$ cat src/rtl/oam_write_buffer.sv
`default_nettype none
// ============================================================================
// Module      : oam_write_buffer
// Description : Queues CPU OAM byte writes and replays them into sprite OAM
//               only during PPU vblank, after a settle delay. Optional
//               tail-write coalescing is enabled with OAM_COALESCE_EN.
// Revision    : 1.0 - initial release
// ============================================================================
module oam_write_buffer #(
    parameter int DEPTH  = 8,
    parameter int ADDR_W = 8,
    parameter int DATA_W = 8,
    parameter int SETTLE = 4
) (
    input  logic                    clk,
    input  logic                    rst,
    input  logic                    cpu_oam_we,
    input  logic [ADDR_W-1:0]       cpu_oam_addr,
    input  logic [DATA_W-1:0]       cpu_oam_data,
    output logic                    cpu_stall,
    input  logic                    ppu_vblank,
    output logic                    oam_we,
    output logic [ADDR_W-1:0]       oam_addr,
    output logic [DATA_W-1:0]       oam_data,
    output logic [$clog2(DEPTH):0]  pending,
    output logic                    drain_done
);

    localparam int                 c_PTR_W   = $clog2(DEPTH);
    localparam int                 c_CNT_W   = c_PTR_W + 1;
    localparam logic [c_CNT_W-1:0] c_FULL    = c_CNT_W'(DEPTH);
    localparam logic [c_CNT_W-1:0] c_CNT_ONE = c_CNT_W'(1);
    localparam logic [c_PTR_W-1:0] c_PTR_ONE = c_PTR_W'(1);
    localparam logic [3:0]         c_SETTLE  = 4'(SETTLE);

    typedef enum logic [1:0] {
        ST_WAIT   = 2'd0,
        ST_SETTLE = 2'd1,
        ST_DRAIN  = 2'd2
    } state_t;

    logic [ADDR_W-1:0]  r_mem_addr [DEPTH];
    logic [DATA_W-1:0]  r_mem_data [DEPTH];

    logic [c_PTR_W-1:0] r_wr_ptr;
    logic [c_PTR_W-1:0] r_rd_ptr;
    logic [c_CNT_W-1:0] r_count;
    logic [c_CNT_W-1:0] w_count_nxt;

    state_t             r_state;
    state_t             w_state_nxt;
    logic [3:0]         r_settle_cnt;
    logic [3:0]         w_settle_nxt;
    logic               r_vb_q;

    logic               r_oam_we;
    logic [ADDR_W-1:0]  r_oam_addr;
    logic [DATA_W-1:0]  r_oam_data;
    logic               r_drain_done;

    logic               w_full;
    logic               w_empty;
    logic               w_rise;
    logic               w_push;
    logic               w_pop;
    logic               w_coal;

    assign w_full  = (r_count == c_FULL);
    assign w_empty = (r_count == '0);
    assign w_rise  = ppu_vblank && !r_vb_q;

    // Popping is gated by vblank so a falling edge stops the drain in the same cycle.
    assign w_pop   = (r_state == ST_DRAIN) && !w_empty && ppu_vblank;

`ifdef OAM_COALESCE_EN
    logic [c_PTR_W-1:0] w_tail_ptr;
    assign w_tail_ptr = r_wr_ptr - c_PTR_ONE;
    assign w_coal     = cpu_oam_we && !w_empty
                        && (r_mem_addr[w_tail_ptr] == cpu_oam_addr)
                        && !(w_pop && (r_rd_ptr == w_tail_ptr));
`else
    assign w_coal     = 1'b0;
`endif

    assign w_push    = cpu_oam_we && !w_full && !w_coal;
    assign cpu_stall = cpu_oam_we && w_full && !w_coal;

    always_comb begin
        w_count_nxt = r_count;
        case ({w_push, w_pop})
            2'b10:   w_count_nxt = r_count + c_CNT_ONE;
            2'b01:   w_count_nxt = r_count - c_CNT_ONE;
            default: w_count_nxt = r_count;
        endcase
    end

    always_comb begin
        w_state_nxt  = r_state;
        w_settle_nxt = r_settle_cnt;
        case (r_state)
            ST_WAIT: begin
                if (w_rise) begin
                    if (c_SETTLE == 4'd0) begin
                        w_state_nxt = ST_DRAIN;
                    end else begin
                        w_state_nxt  = ST_SETTLE;
                        w_settle_nxt = c_SETTLE;
                    end
                end
            end
            ST_SETTLE: begin
                if (!ppu_vblank) begin
                    w_state_nxt  = ST_WAIT;
                    w_settle_nxt = 4'd0;
                end else if (r_settle_cnt <= 4'd1) begin
                    w_state_nxt  = ST_DRAIN;
                    w_settle_nxt = 4'd0;
                end else begin
                    w_settle_nxt = r_settle_cnt - 4'd1;
                end
            end
            ST_DRAIN: begin
                if (!ppu_vblank) begin
                    w_state_nxt = ST_WAIT;
                end
            end
            default: begin
                w_state_nxt  = ST_WAIT;
                w_settle_nxt = 4'd0;
            end
        endcase
    end

    // Storage is deliberately left out of reset; pointers alone define validity.
    always_ff @(posedge clk) begin
        if (w_push) begin
            r_mem_addr[r_wr_ptr] <= cpu_oam_addr;
            r_mem_data[r_wr_ptr] <= cpu_oam_data;
        end
`ifdef OAM_COALESCE_EN
        if (w_coal) begin
            r_mem_data[w_tail_ptr] <= cpu_oam_data;
        end
`endif
    end

    always_ff @(posedge clk or posedge rst) begin
        if (rst) begin
            r_wr_ptr     <= '0;
            r_rd_ptr     <= '0;
            r_count      <= '0;
            r_state      <= ST_WAIT;
            r_settle_cnt <= 4'd0;
            r_vb_q       <= 1'b0;
            r_oam_we     <= 1'b0;
            r_oam_addr   <= '0;
            r_oam_data   <= '0;
            r_drain_done <= 1'b0;
        end else begin
            r_vb_q       <= ppu_vblank;
            r_state      <= w_state_nxt;
            r_settle_cnt <= w_settle_nxt;
            r_count      <= w_count_nxt;
            if (w_push) begin
                r_wr_ptr <= r_wr_ptr + c_PTR_ONE;
            end
            if (w_pop) begin
                r_rd_ptr   <= r_rd_ptr + c_PTR_ONE;
                r_oam_addr <= r_mem_addr[r_rd_ptr];
                r_oam_data <= r_mem_data[r_rd_ptr];
            end
            r_oam_we     <= w_pop;
            r_drain_done <= w_pop && (w_count_nxt == '0);
        end
    end

    assign oam_we     = r_oam_we;
    assign oam_addr   = r_oam_addr;
    assign oam_data   = r_oam_data;
    assign pending    = r_count;
    assign drain_done = r_drain_done;

endmodule
`default_nettype wire

$ cat config.mk
export PLATFORM = sky130hd
export DESIGN_NAME = oam_write_buffer
export DESIGN_NICKNAME = d
export VERILOG_FILES = /design/src/rtl/oam_write_buffer.sv
export SDC_FILE = /design/constraint.sdc
export NUM_CORES = 1
export LEC_CHECK = 0
export BUFFER_PORTS_ARGS = -buffer_cell sky130_fd_sc_hd__buf_4
export CAP_MARGIN = 20
export CORE_ASPECT_RATIO = 0.7
export CORE_MARGIN = 2
export CORE_UTILIZATION = 50
export DETAILED_ROUTE_END_ITERATION = 7
export PLACE_DENSITY = 0.74
export SYNTH_ARGS = -nofsm -noshare
export SYNTH_HDL_FRONTEND = slang
export SYNTH_SLANG_ARGS = --single-unit
export TNS_END_PERCENT = 20
$ cat constraint.sdc
create_clock -name clk -period 3.67 [get_ports clk]
set_clock_uncertainty 0.15 [all_clocks]
set_input_delay 0 -clock clk [delete_from_list [all_inputs] [get_ports clk]]
set_output_delay 0 -clock clk [all_outputs]
set_load 0.02 [all_outputs]
# Yosys cells after proc, flatten, opt, wreduce, memory -nomap -nowiden
# Memory sizes are Yosys's and may differ from the RTL's. A register that Yosys moved wholly into a read port is not among the register bits.
# Index checks and enable logic that the tools add are counted.
[totals]
regBits = 19
latch_bits = 0
mem_bits_rw = 128
mem_bits_ro = 0
out_inout_bits = 23
wordCells = 51
mem_count = 2
[memory_table]
columns = ["memory", "words", "width", "read_ports", "rd_ports_with_merged_regs", "write_ports", "line", "text"]
rows = [
  ["r_mem_addr", 8, 8, 1, 1, 1, "42", "logic [ADDR_W-1:0] r_mem_addr [DEPTH];"],
  ["r_mem_data", 8, 8, 1, 1, 1, "43", "logic [DATA_W-1:0] r_mem_data [DEPTH];"],
]
[classes]
addsub = 5
n_mul = 0
n_div = 0
n_lt_le_gt_ge = 1
eq_ne = 8
n_shift = 0
muxes = 12
bitwise_logic = 1
reduce_logical = 14
[ops]
columns = ["operator", "n"]
rows = [
  ["4-bit 2-to-1 mux", 3],
  ["4-bit case mux with 3 select lines", 1],
  ["4-bit logical NOT", 2],
  ["2-bit 2-to-1 mux", 4],
  ["4-bit case mux with 2 select lines", 1],
  ["4-bit by 1-bit subtractor with 4-bit output (second input constant)", 2],
  ["3-bit by 1-bit adder with 3-bit output (second input constant)", 2],
  ["1-bit logical AND", 6],
  ["2-bit case mux with 3 select lines", 1],
  ["4-bit by 1-bit adder with 4-bit output (second input constant)", 1],
  ["2-bit by 1-bit equality test with 1-bit output (second input constant)", 2],
  ["2-bit equality test (second input constant)", 2],
  ["4-bit equality test (second input constant)", 1],
  ["4-bit by 1-bit less-or-equal comparator with 1-bit output (second input constant)", 1],
  ["2-bit inequality test (second input constant)", 2],
  ["1-bit logical NOT", 3],
  ["3-bit inequality test (second input constant)", 1],
  ["3-bit AND reduction", 1],
  ["2-bit logical NOT", 1],
  ["1-bit 2-to-1 mux", 2],
  ["2-bit AND reduction", 1],
  ["1-bit inverter", 1],
]

# Logic depth before layout (Yosys ltp)
# Gate-level depths: netlist (run 1).
[depth]
ltp_word = 8
ltp_mapped = 11

# Worst setup path before layout (run 1)
# OpenSTA, ideal clock, no wires.
[synth_timing]
path_type = "flip-flop to flip-flop"
from = "register r_count[0], in the netlist pending[0]"
to = "register r_drain_done, in the netlist drain_done"
t_arrival_ns = 2.924
required_time_ns = 3.394
slack_ns = 0.470
path_stages_with_launch = 11
period_less_slack_ns = 3.200
cell_sequence = "dfrtp_1 clkbuf_1 nor3_1 a21oi_2 clkbuf_1 ha_1 clkbuf_1 or4b_2 a21o_2 o221ai_2 nor3_2"
[synth_via]
elab_chain_cells = 8
[synth_rtl]
columns = ["element", "line", "text"]
rows = [
  ["start, declared", "47", "logic [c_CNT_W-1:0] r_count;"],
  ["start signal, assigned", "163", "r_count <= w_count_nxt;"],
  ["4-bit logical NOT (*)", "69", "assign w_empty = (r_count == '0);"],
  ["1-bit logical NOT (*)", "73", "assign w_pop = (r_state == ST_DRAIN) && !w_empty && ppu_vblank;"],
  ["1-bit logical AND (*) (2 in a row)", "73", ""],
  ["named net w_pop", "65", "logic w_pop;"],
  ["2-bit by 1-bit equality test with 1-bit output / 2-bit equality test (equally long branches)", "90", "case ({w_push, w_pop})"],
  ["4-bit case mux with 2 select lines (*)", "90", ""],
  ["named net w_count_nxt[3]", "48", "logic [c_CNT_W-1:0] w_count_nxt;"],
  ["4-bit logical NOT (*)", "173", "r_drain_done <= w_pop && (w_count_nxt == '0);"],
  ["1-bit logical AND (*)", "173", ""],
  ["end signal, assigned", "173", ""],
  ["end, declared", "59", "logic r_drain_done;"],
]
# Mark *: on every way through the listed nets, which the timed path passes. The rest lies on a longest branch.
# A chain may end at the register's enable or synchronous reset.

# Worst setup path after layout (run 1)
[layout_timing]
from = "register r_count[0], in the netlist pending[0]"
to = "register r_drain_done, in the netlist drain_done"
[layout_via]
elab_chain_cells = 8
[layout_rtl]
columns = ["element", "line"]
rows = [
  ["4-bit logical NOT", "69"],
  ["1-bit logical NOT", "73"],
  ["1-bit logical AND (2 in a row)", "73"],
  ["2-bit by 1-bit equality test with 1-bit output / 2-bit equality test (equally long branches)", "90"],
  ["4-bit case mux with 2 select lines (*)", "90"],
  ["named net w_count_nxt[3]", "48"],
  ["4-bit logical NOT (*)", "173"],
  ["1-bit logical AND (*)", "173"],
]
# Marked as above.

==> impl_results.md, run 1 <==
- Pin count of the biggest net entering global routing: 39
- Clk buf depth: 2
- Mean number of vias per cell: 5.51
- Area after DPL: roughly 7000 µm²
- Synth cell types: 38
- FILL cells: about 900
- Met2 wire length: a little under 6000 µm
- Worst setup SP type: flop
- First-pass GRT wire length: between 15000 and 20000 µm
- Worst slew pin tran: between 800 and 900 ps
- Wire per inst: 20.0 µm
- CTS tree: built
- XOR/XNOR share of the synthesized area: 0.0109
- RSZ-0062 raised after global routing: no
- Worst skew pair latency: 420 ps
- Yosys reg bits: 163
- # H-tree levels: 4
- Layout cells sized above 1: 0.301
- Residual DRC: 0
- Max FO, Critical Path: 10
- Antenna-violating nets left: 0
- CP required: approximately 3800 ps
- Global route overflow: 0
- Compound-gate portion of the synthesized area: 0.0332
- Placer Congestion: around 0.75
- Crit path from: pending[0]
- Die width: approximately 140 µm
- Main flop type after synthesis: edfxtp_1
- Crit Path Category: flop to flop
- Setup WS pre-CTS: 588 ps
- CTS root buf: clkbuf_16
- YS warnings: 0
- Tmin final: ~3100 ps
- Final WL: ~12000 µm
- Main combinational cell family by area after synthesis: multiplexers
- WL met3: 517 µm
- Slew HR: 0.446
- Area Growth Syn to Fin: 20.5%
- Row count: 34
- Synthesized area per cell: 18.6 µm²
- Worst reg2reg path startpoint: pending[0]
- Seq/Total Area, Yosys: 0.737
- Final setup violating endpoints: 0
- DRT Pass-1 Iters: 4
- Ys async rst share: 0.215
- Final worst slack: ~570 ps
- Vias in the first global route: around 3400
- Setup total negative slack: 0 ps
- Highest Signal Layer: met4
- Final Max Slew Viols: 0
- Diode count: 0
- CTS resizes: 0
- Mux contribution to synthesized area: 0.144
- Clock buffer count from CTS: 17
- Global-route usage over all layers: 0.191
- Clock transition at path regs: roughly 70 ps
- Die Ht: 98.7 µm
- Worst EP arrival: approximately 3300 ps
- Failing checks: hold timing
- Final #Nets: 449
- PortBufs: between 40 and 50
- Core Footprint: 12500 µm²
- Max_cap viols: 0
- Mapped cell area: ~6400 µm²
- Status: finished, violations left
- Post-Synthesis Cells: ~350
- Fmax: roughly 0.32 GHz
- Final hold violation count: 10
- Via count: ~3300
- Initial cell density of the core: 0.514
- Synth Area in Adders: 0.0137
- Initial antenna violation count: 0
- VDD IR max: approximately 0.46 mV
- DRT met1 WL: 5450 µm
- Post-Synth Simple-Gate Area: 0.0445
- Syn Nets: about 370
- Finished Cell Area: 7720 µm²
- Initial DRC count: between 200 and 300
- Setup crit end kind: flop
- Power Density: roughly 780 nW/µm²
- Die Area: between 10000 and 15000 µm²
- Post-route clock period utilization: 0.844
- EDFF count, synth: approximately 130
- HPWL after detailed placement: 7160 µm
- Worst min path class: primary input to asynchronous set/reset pin
- CTS Sinks: 163
- Leak: approximately 2.7 nW
- Fin Hold WS: -8.85 ps
- Setup Buffers After CTS: 0
- I/O Pins: 43
## synth_stat cells (2+ instances only)
master	instances	area share
a21oi_1	17	0.013
buf_2	7	0.0055
clkbuf_1	7	0.0041
dfrtp_1	35	0.14
edfxtp_1	128	0.60
ha_1	7	0.014
inv_1	8	0.0047
mux2_2	2	0.0035
mux2i_1	18	0.028
mux4_2	32	0.11
nand2_1	13	0.0076
nand2b_1	3	0.0029
nand3b_1	2	0.0023
nor2_1	28	0.016
nor2b_1	3	0.0029
nor3_1	4	0.0031
o21ai_0	4	0.0031
xnor2_1	6	0.0082
xor2_1	2	0.0027
## state kept, by name (all words and copies together) (netlist names)
signal,flops
r_settle_cnt,4
oam_addr,8
drain_done,1
oam_we,1
r_wr_ptr,3
r_vb_q,1
oam_data,8
r_mem_data,64
r_mem_addr,64
r_state,2
r_rd_ptr,3
pending,4
## placed cells by master, fill, tap and decap left out, types with 2 or more instances in the layout
cell and instances:
xnor2_1 6, ha_1 7, clkbuf_16 17, dlygate4sd3_1 19, nand2b_1 3, o21ai_0 4
nor2_1 28, nand3b_1 2, mux4_2 32, nand2_1 13, nor3_1 2, clkinvlp_4 3
dfrtp_1 33, nor3_2 3, a21oi_1 17, dfrtp_2 2, nor2b_1 3, inv_1 8
inv_6 6, mux2_2 2, xor2_1 2, buf_4 54, mux2i_1 18, clkinv_4 4
edfxtp_1 128
## repair_timing
action,4_1_cts,5_1_grt
hold buffers,19,0
hold endpoints to repair,170,0
endpoints found under the setup margin,0,0
## worst paths after layout
check,to,slack (ps),cells after the start
hold / removal,oam_data[1],-9,3
setup / recovery,drain_done,570,8
hold reg to reg,r_settle_cnt[1],370,2
min in group clk,r_vb_q,110,2
setup reg to reg,drain_done,570,8
max in group asynchronous,r_rd_ptr[2],2620,4
## worst max-delay path, stage by stage, from the launching register on
cell      delay [ps]
dfrtp_1          480
nor3_1           550
a21boi_1         250
inv_1            170
ha_1             380
or4b_2           650
a21o_2           210
o221ai_2          70
nor3_2            60
## report_power, final
group          total [mW]  switching (mW)  internal, mW
logic                1.66           0.808         0.849
clock network        1.65           0.759         0.886
registers            2.72           0.351          2.37
total                6.03            1.92          4.11
## cell type report
| cell class | instances | area, µm² | area share |
|---|---|---|---|
| flip-flops and latches | 163 | 4720 | 0.612 |
| multi-input cells | 158 | 1600 | 0.207 |
| repair buffers | 74 | 616 | 0.0798 |
| clock buffers | 18 | 429 | 0.0556 |
| well taps | 162 | 203 | 0.0263 |
| clock inverters | 14 | 121 | 0.0157 |
| inverters | 8 | 30.0 | 0.00389 |
## kinds of logic after synthesis
logic type	after synthesis
AO/OA/AOI/OAI	31
XOR/XNOR	8
adder cells (fa/ha/maj)	7
buffers and inverters	24
flip-flops	163
multiplexers	52
AND/OR/NAND/NOR	60
## layer usage
metal | up-vias | global-route usage
met1 | 1705 | 0.269
met3 | 10 | 0.0564
met4 | 0 | 0.0567
met2 | 69 | 0.294
met5 | - | 0
li1 | 1503 | -
## stage by stage
stage | util | std cells | power (mW) | hold WS [ps]
detailed placement | 0.560 | 546 | 4.43 | -100
global placement | 0.560 | 546 | 4.37 | -113
finish | 0.619 | 597 | 6.03 | -8.85
global route | 0.619 | 597 | 6.34 | 22.8
floorplan | - | 345 | 3.85 | -119
CTS | 0.619 | 597 | 6.10 | 0.0679
Note: power is estimated with default switching activity, not from simulation.
==> run 2: changes to the inputs <==
- PLACE_DENSITY: 0.74 -> 0.77
- clock period: 3.67 -> 2.7 ns (I/O delays scaled with it)
==> impl_results.md, run 2 (synthesized netlist as in run 1, its figures left out) <==
- Final WL: 11600 µm
- Worst reg2reg path startpoint: pending[0]
- Worst setup SP type: flop
- DRT met1 WL: 5410 µm
- RSZ-0062 raised after global routing: no
- Die Area: between 10000 and 15000 µm²
- Leading cell types in the layout, fill and taps excluded: 128 x edfxtp_1, 64 x buf_4, 33 x dfrtp_1, 32 x mux4_2, 28 x nor2_1
- Pin count of the biggest net entering global routing: 36
- CTS tree: built
- Max FO, Critical Path: 7
- Clock buffer count from CTS: 17
- Worst skew pair latency: between 400 and 500 ps
- Clock transition at path regs: roughly 70 ps
- Initial DRC count: 250
- First-pass GRT wire length: ~18000 µm
- Status: finished, final reports clean
- Final #Nets: 459
- Tmin final: roughly 2500 ps
- VDD IR max: approximately 0.66 mV
- DRT Pass-1 Iters: 5
- Layout cells sized above 1: 0.324
- I/O Pins: between 40 and 50
- Largest regs: r_mem_addr: 64 flops, r_mem_data: 64 flops
- Worst slew pin tran: a little under 800 ps
- Power Density: 1080 nW/µm²
- Global route overflow: 0
- Worst EP arrival: about 2700 ps
- Most common cell after layout, fill and taps aside: edfxtp_1
- Slew HR: 0.465
- Final Core Density: 0.630
- CTS root buf: clkbuf_16
- Row count: 34
- Post-route clock period utilization: 0.919
- Global-route usage over all layers: 0.179
- Initial antenna violation count: 0
- Crit Path Category: flop to flop
- Placer Congestion: a little over 0.7
- Wire per inst: between 15 and 20 µm
- Worst min path class: primary input to asynchronous set/reset pin
- Highest Signal Layer: met4
- Crit path from: pending[0]
- WL met3: approximately 450 µm
- Final hold violation count: 0
- Final setup violating endpoints: 0
- Area after DPL: 7040 µm²
- Vias in the first global route: about 3500
- Area Growth Syn to Fin: 22.7%
- Initial cell density of the core: 0.514
- Antenna-violating nets left: 0
- Met2 wire length: roughly 5600 µm
- FILL cells: 867
- Residual DRC: 0
- Fmax: roughly 0.40 GHz
- Finished Cell Area: 7860 µm²
- Mean number of vias per cell: ~5.5
- Max_cap viols: 0
- PortBufs: 42
- CP required: between 2000 and 3000 ps
- Die Ht: 98.7 µm
- Diode count: 0
- Setup crit end kind: flop
- Final Max Slew Viols: 0
- Leak: approximately 2.8 nW
- CTS Sinks: 163
- Core Footprint: about 12000 µm²
- Die width: between 100 and 150 µm
- Clk buf depth: 2
- HPWL after detailed placement: around 6900 µm
- Via count: around 3300
- R2R cell count: 8
- # H-tree levels: 4
-- run 2: path summary, 6_finish.rpt --
kind	slack [ps]	end
setup / recovery	220	drain_done
hold / removal	110	oam_data[7]
setup reg to reg	220	drain_done
hold reg to reg	380	oam_addr[4]
max in group asynchronous	1910	pending[0]
min in group clk	110	r_vb_q
-- run 2: worst max-delay path, cell delays in order, from the launching register on --
cell and delay [ps]:
dfrtp_2 470, nor3_4 260, a21boi_2 90, inv_1 120, ha_1 180, or3b_4 400, a2111oi_4 360, o221ai_2 160
nor3_2 210
-- run 2: repair_timing --
action                                 CTS  global route
endpoints found under the hold margin  171             0
hold buffers                            19             0
buffers inserted                         0             3
gates resized for setup                  0             0
setup endpoints to repair                0             1
-- run 2: power by group --
group	switching, mW	leakage (nW)	internal (mW)
clock	1.01	0.281	1.39
sequential	0.328	1.59	3.23
combinational	1.27	0.949	1.22
-- run 2: layout make-up --
type / count / area [µm²] / share of cell area
Tap cell: 162 / 203 / 0.0258
Inverter: 8 / 30.0 / 0.00382
Sequential cell: 163 / 4720 / 0.601
Timing Repair Buffer: 84 / 691 / 0.0879
Clock buffer: 17 / 425 / 0.0541
Multi-Input combinational cell: 158 / 1610 / 0.205
Clock inverter: 15 / 174 / 0.0221
-- run 2: stage by stage --
step	setup slack [ps]	hold WS [ps]	total power, mW	setup TNS [ps]	cells
floorplan	-87.3	-119	5.28	-143	345
global placement	255	-14.1	5.98	0	553
detailed placement	124	-10.8	6.07	0	553
CTS	107	96.8	8.49	0	604
global route	28.5	101	8.86	0	607
finish	218	109	8.45	0	607
-- run 2: per-layer routing --
metal	vias up	track usage
met3	11	0.0491
met1	1718	0.245
met4	0	0.0513
met2	69	0.289
met5	-	0
li1	1518	-
==> run 3: changes to the inputs <==
- PLACE_DENSITY: 0.77 -> 0.79
==> impl_results.md, run 3 (synthesized netlist as in run 1, its figures left out) <==
- Status: finished, final reports clean
- Fmax: a little under 0.4 GHz
- Comb pwr share: 0.302
- Pin count of the biggest net entering global routing: 23
- Clock buffer count from CTS: 17
- Most common cell after layout, fill and taps aside: edfxtp_1
- Die Ht: 98.7 µm
- Residual DRC: 0
- Leading cell types in the layout, fill and taps excluded: 128 x edfxtp_1, 69 x buf_4, 32 x mux4_2, 32 x dfrtp_1, 28 x nor2_1
- Final hold violation count: 0
- Pwr Total: 8.54 mW
- Worst slew pin tran: ~830 ps
- Worst EP arrival: about 2700 ps
- Reg power frac: 0.422
- Leak: 2.84 nW
- Largest regs: r_mem_addr: 64 flops, r_mem_data: 64 flops
- Die Area: around 14000 µm²
- Vias in the first global route: 3460
- Switching power: ~2.6 mW
- Setup WS pre-CTS: 152 ps
- Final WL: 12700 µm
- Max_cap viols: 0
- Layout cells sized above 1: 0.322
- Antenna-violating nets left: 0
- Final setup violating endpoints: 0
- I/O Pins: 43
- Slew HR: 0.443
- Crit Path Category: flop to flop
- Sw Ratio: 0.302
- Diode count: 0
- Clk buf depth: 2
- DRT Pass-1 Iters: 5
- Clk pwr share: 0.276
- Mean number of vias per cell: between 5 and 6
- Initial cell density of the core: 0.514
- HPWL after detailed placement: around 7700 µm
- Final #Nets: approximately 470
- Area of the multi-input gates: approximately 1600 µm²
- Initial DRC count: approximately 240
- Area Growth Syn to Fin: 23.2%
- CTS Sinks: roughly 160
- Final worst slack: between 150 and 200 ps
- Internal: ~6.0 mW
- Global-route usage over all layers: 0.197
- CTS tree: built
- Worst skew pair latency: approximately 420 ps
- Tmin final: about 2500 ps
- Row count: 34
- Max FO, Critical Path: 6
- FILL cells: ~860
- CP required: 2890 ps
- CTS root buf: clkbuf_16
- Post-route clock period utilization: 0.935
- Sequential cell area: approximately 4700 µm²
- Die width: approximately 140 µm
- Global route overflow: 0
- VDD IR max: ~0.67 mV
- Core Footprint: 12500 µm²
- Initial antenna violation count: 0
- Final Max Slew Viols: 0
- Worst setup SP type: flop
- Clock transition at path regs: about 60 ps
- Worst min path class: primary input to flop
- # H-tree levels: 4
- Wire per inst: 20.7 µm
- Placer Congestion: ~0.8
- Via count: 3419
- First-pass GRT wire length: 19700 µm
- PortBufs: 42
- Setup crit end kind: flop
- Power Density: between 1000 and 1500 nW/µm²
run 3: cell types whose count changed in the layout (fill, tap and decap cells not counted), sizes merged:
cell / previous run / this run
buf: 65 / 71
bufinv: 2 / 3
clkbuf: 17 / 21
clkinv: 4 / 6
clkinvlp: 4 / 2
inv: 13 / 8
run 3: final cells by class:
cell class | instances | share of cell area
sequential | 163 | 0.598
multi-input combinational | 158 | 0.204
timing repair buffer | 90 | 0.0948
clock buffer | 21 | 0.0558
tap | 162 | 0.0257
clock inverter | 11 | 0.0173
inverter | 8 | 0.00380
run 3: critical path, stage by stage (launching register included):
cell and delay [ps]:
dfrtp_2 450, nor3_4 280, a21boi_2 130, inv_1 130
ha_1 190, or3b_4 410, a2111oi_4 360, o221ai_2 160
nor3_2 180
run 3: metrics by stage:
stage | area [µm²] | std cells | TNS [ps] | util | hold WS (ps)
after global routing | 7890 | 613 | -0.598 | 0.633 | 100
final | 7890 | 613 | 0 | 0.633 | 110
after CTS | 7850 | 608 | 0 | 0.630 | 95.3
after floorplan | 6460 | 345 | -143 | - | -119
after detailed placement | 7090 | 557 | 0 | 0.569 | -6.61
after global placement | 7090 | 557 | 0 | 0.569 | -13.6
run 3: routing by layer:
metal,vias to the layer above,track usage,part of all wire
met1,1761,0.272,0.44
met4,0,0.0544,0.012
li1,1530,-,-
met2,110,0.316,0.50
met3,18,0.0530,0.055
met5,-,0,0
run 3: power by group through the flow:
stage | logic (mW) | clock network, mW | registers [mW]
3_3_place_gp | 2.42 | 0 | 3.62
6_report | 2.58 | 2.36 | 3.60
5_1_grt | 2.78 | 2.51 | 3.66
4_1_cts | 2.53 | 2.40 | 3.62
3_5_place_dp | 2.49 | 0 | 3.66
2_1_floorplan | 1.61 | 0 | 3.67
run 3: worst paths after layout:
kind	start	endpoint	slack, ps	cells after the start
setup / recovery	pending[0]	drain_done	180	8
hold / removal	ppu_vblank	r_vb_q	110	2
setup reg to reg	pending[0]	drain_done	180	8
hold reg to reg	oam_addr[6]	oam_addr[6]	390	2
max in group asynchronous	rst	oam_data[5]	1440	4
min in group asynchronous	rst	oam_data[0]	160	3
run 3: repair_timing:
action,in CTS,in global routing
setup endpoints to repair,0,1
buffers inserted,0,5
gates resized for setup,0,1
endpoints found under the hold margin,154,0
hold buffers,19,0
